===== config.mk =====
export PLATFORM = sky130hd
export DESIGN_NAME = encoder_16x4_sync
export DESIGN_NICKNAME = d
export VERILOG_FILES = /design/src/rtl/encoder_16x4_sync_pkg.sv /design/src/rtl/encoder_16x4_sync_prio.sv /design/src/rtl/encoder_16x4_sync.sv
export SDC_FILE = /design/constraint.sdc
export NUM_CORES = 1
export LEC_CHECK = 0
export CAP_MARGIN = 20
export CORE_AREA = 8 8 45 47
export CTS_CLUSTER_SIZE = 14
export DETAILED_ROUTE_END_ITERATION = 10
export DIE_AREA = 0 0 53 55
export PLACE_DENSITY = 0.54
export SYNTH_ARGS = -nofsm -noshare
export SYNTH_HDL_FRONTEND = slang
export SYNTH_SLANG_ARGS = --single-unit

===== constraint.sdc =====
create_clock -name clk -period 0.8 [get_ports clk]
set_input_delay 0.08 -clock clk [delete_from_list [all_inputs] [get_ports clk]]
set_output_delay 0.08 -clock clk [all_outputs]
set_load 0.1 [all_outputs]

===== src/rtl/encoder_16x4_sync_pkg.sv =====
// Shared widths and types for the registered 16-to-4 priority encoder.
// Latency: n/a (types only). Backpressure: n/a.
package encoder_16x4_sync_pkg;
  localparam int IN_W  = 16;
  localparam int OUT_W = 4;

  typedef logic [OUT_W-1:0] enc_idx_t;
  typedef logic [IN_W-1:0]  enc_req_t;
endpackage


===== src/rtl/encoder_16x4_sync_prio.sv =====
// 4-input MSB-first priority encoder slice: 2-bit index of highest set bit plus any-set.
// Latency: combinational. Backpressure: none.
module prio_enc_4x2 (
  input  logic [3:0] req,
  output logic [1:0] idx,
  output logic       any
);
  always_comb begin
    idx = 2'd0;
    if (req[3])      idx = 2'd3;
    else if (req[2]) idx = 2'd2;
    else if (req[1]) idx = 2'd1;
    any = |req;
  end
endmodule


===== src/rtl/encoder_16x4_sync.sv =====
// Registered 16-to-4 MSB-first priority encoder with valid; `multi` (>=2 bits set) built under ENCODER_16X4_MULTI_EN.
// Latency: 1 cycle, one encode per cycle. Backpressure: none, `in` sampled every edge.
module encoder_16x4_sync
  import encoder_16x4_sync_pkg::*;
(
  input  logic     clk,
  input  logic     rst,
  input  enc_req_t in,
  output enc_idx_t out,
  output logic     valid
`ifdef ENCODER_16X4_MULTI_EN
  ,
  output logic     multi
`endif
);
  logic [1:0] slice_idx [4];
  logic [3:0] slice_any;
  logic [1:0] grp_idx;
  logic       any_nxt;
  enc_idx_t   out_nxt;

  for (genvar g = 0; g < 4; g++) begin : g_slice
    prio_enc_4x2 u_slice (
      .req (in[g*4 +: 4]),
      .idx (slice_idx[g]),
      .any (slice_any[g])
    );
  end

  // The group encoder picks the highest non-empty nibble; its slice supplies the low bits.
  prio_enc_4x2 u_grp (
    .req (slice_any),
    .idx (grp_idx),
    .any (any_nxt)
  );

  assign out_nxt = {grp_idx, slice_idx[grp_idx]};

  always_ff @(posedge clk or posedge rst) begin
    if (rst) begin
      out   <= '0;
      valid <= 1'b0;
    end else begin
      out   <= out_nxt;
      valid <= any_nxt;
    end
  end

`ifdef ENCODER_16X4_MULTI_EN
  logic seen;
  logic multi_nxt;

  // Flag goes high on the second set bit encountered.
  always_comb begin
    seen      = 1'b0;
    multi_nxt = 1'b0;
    for (int i = 0; i < IN_W; i++) begin
      if (in[i]) begin
        if (seen) multi_nxt = 1'b1;
        seen = 1'b1;
      end
    end
  end

  always_ff @(posedge clk or posedge rst) begin
    if (rst) multi <= 1'b0;
    else     multi <= multi_nxt;
  end
`endif
endmodule


==> run metrics <==
status finished with violations; violated checks negative setup slack; clk sinks 5; number of violations reported at the end of detailed-routing iteration 0 5; initial core utilization 0.2152; Post-synth EDFFs 0; Pwr Density 1157 mW/mm2; pre-CTS worst setup slack -0.7282 ns; die width 53 um; first-pass GRT wire length 1593 um; number of violations of the max-capacitance limit 0; cells after synthesis 32; dominant synthesized flop cell sky130_fd_sc_hd__dfrtp_1; placed insts 77; area of the core 0.001384 mm2; Layout area overhead 142.0%; cell area after synthesis 297.8 um2; vias after detailed routing 372; Ports 23; diode count 0; CP Depth 1; share of final-layout standard cells stronger than drive strength 1 0.5821; detailed-route wire length per cell 12.17 um; Clk pin slew, worst setup/hold paths 0.04 ns; Detailed Routing Iterations Pass 1 2; Final setup viols 6; startpoint class of the critical path flip-flop; worst path bufs/invs 1; number of core rows 14; Final Hold Viols 0; Global Route Usage Sum 0.07675; vias in the first global route 395; crit-path max FO 1; Port-buffer cells 22; most instantiated cells after synthesis 5 x sky130_fd_sc_hd__dfrtp_1, 5 x sky130_fd_sc_hd__inv_1, 4 x sky130_fd_sc_hd__nor2_1; highest ir drop seen on vdd 0.4747 mV; timing-limited maximum frequency 1112 MHz; register bit count reported by yosys 5; number of distinct library cells after synthesis 15; total leakage power 0.3245 nW; per-instance average area after synthesis 9.306 um2; Worst Path Required 0.72 ns; DRC violations left 0; capturing element of the worst setup path out[0]; via density per instance 4.482; first element of the critical path out[0]; clock period minus worst slack 0.8991 ns; Synth area leaders sky130_fd_sc_hd__dfrtp_1 42%, sky130_fd_sc_hd__nor4_4 7.1%, sky130_fd_sc_hd__inv_1 6.3%; largest net degree at the start of global routing 6; category of the worst setup path capture point output pin; CTS tree built; total number of nets in the final design 86; kind of cell adding the most delay to the critical path flip-flops; Die Footprint 0.002915 mm2; Multi-input gate area 214.0 um2; YS warnings 0; H-tree depth 1; number of max-slew violations in the final report 0; CP cell instances buf_12; Synth top area share 0.4202; number of nets with antenna violations after routing 0; CTS root buf sky130_fd_sc_hd__clkbuf_4; height of the die 55 um; share of the core filled with cells 0.5208; classification of the worst-slack hold path in2async; register area share after synthesis 0.4202; Final Worst Setup Slack -0.09906 ns; routed wire length 1010 um; count of hold-fix buffers inserted at cts 0; Final Instance Count excl. Fillers 83; gp weighted congestion 0.7766; measured slew at the worst slew-check pin 0.3821 ns; arrival time worst endpoint 0.82 ns; share of the cycle needed by the critical path after routing 1.124; critical path start-end classification reg2out; aggregate global routing overflow 0; Syn Nets 50; CTS buffer count 3; initial antenna violation count 0; storage element area 131.4 um2; maximum cell stage delay along the critical path 0.40 ns; final total power 0.0008339 W; post-synth top area cell sky130_fd_sc_hd__dfrtp_1; share of flip-flops with an asynchronous set or reset 1.000; Crit-path slowest cell sky130_fd_sc_hd__dfrtp_2; unrepaired setup endpoints after global routing yes; Clock Path Buffers 2; fillcell total 134; slew margin rel. 0.7433; setup total negative slack -0.5549 ns
[power by group]
part	switching (W)	internal, W
registers	0.00000639	0.000263
logic	0.000143	0.000123
clock network	0.000109	0.000189
[metrics by stage]
step / hold WS, ns / instance area (um2)
after CTS: 0.03968 / 695.7
after detailed placement: 0.2980 / 655.6
after global placement: 0.2894 / 655.6
after floorplan: -0.1414 / 312.8
final: 0.03334 / 720.7
after global routing: 0.06555 / 720.7
[worst min path at each step]
stage | cells after the start | to
global route | 2 | valid
CTS | 2 | valid
floorplan | 1 | out[0]
finish | 2 | valid
detailed placement | 2 | out[2]
global placement | 2 | out[3]
[layout by cell type (no fill, tap or decap), drive strengths merged]
cell	synthesis	routed
and2b	1	1
nand4	1	1
nor2	4	4
clkdlybuf4s15	0	1
clkdlybuf4s50	0	2
o21ai	2	2
nand2	1	1
nor3b	1	1
dlymetal6s2s	0	1
o311a	1	1
a211oi	2	2
clkbuf	0	6
dfrtp	5	5
dlygate4sd2	0	6
nor3	1	1
inv	5	5
buf	0	19
nor4	5	5
a21oi	3	3
[routing by layer]
layer  global-route usage  wire (um)
met5                    0          0
met3              0.02941        109
met1              0.07209        397
met2               0.1250        470
met4              0.07759         33
[registers in the layout, summed over array words and instances, names as in the netlist]
name   count
out        4
valid      1
[logic make-up after synthesis]
logic type | Yosys count | share of synthesized area
AO/OA/AOI/OAI | 8 | 0.1680
buffers and inverters | 5 | 0.06303
flip-flops | 5 | 0.4202
AND/OR/NAND/NOR | 14 | 0.3487
[timing repair]
item | CTS | global route
endpoints found under the setup margin | 10 | 9
gates resized for setup | 37 | 13
endpoints found under the hold margin | 0 | 0
buffers inserted | 2 | 0
pin swaps | 9 | 5
[final cells by class]
type / instances / share of cell area
timing repair buffer: 31 / 0.4306
clock buffer: 4 / 0.03646
inverter: 5 / 0.02604
tap: 16 / 0.02778
multi-input combinational: 22 / 0.2969
sequential: 5 / 0.1823
Power figures use the tool's default switching activity.
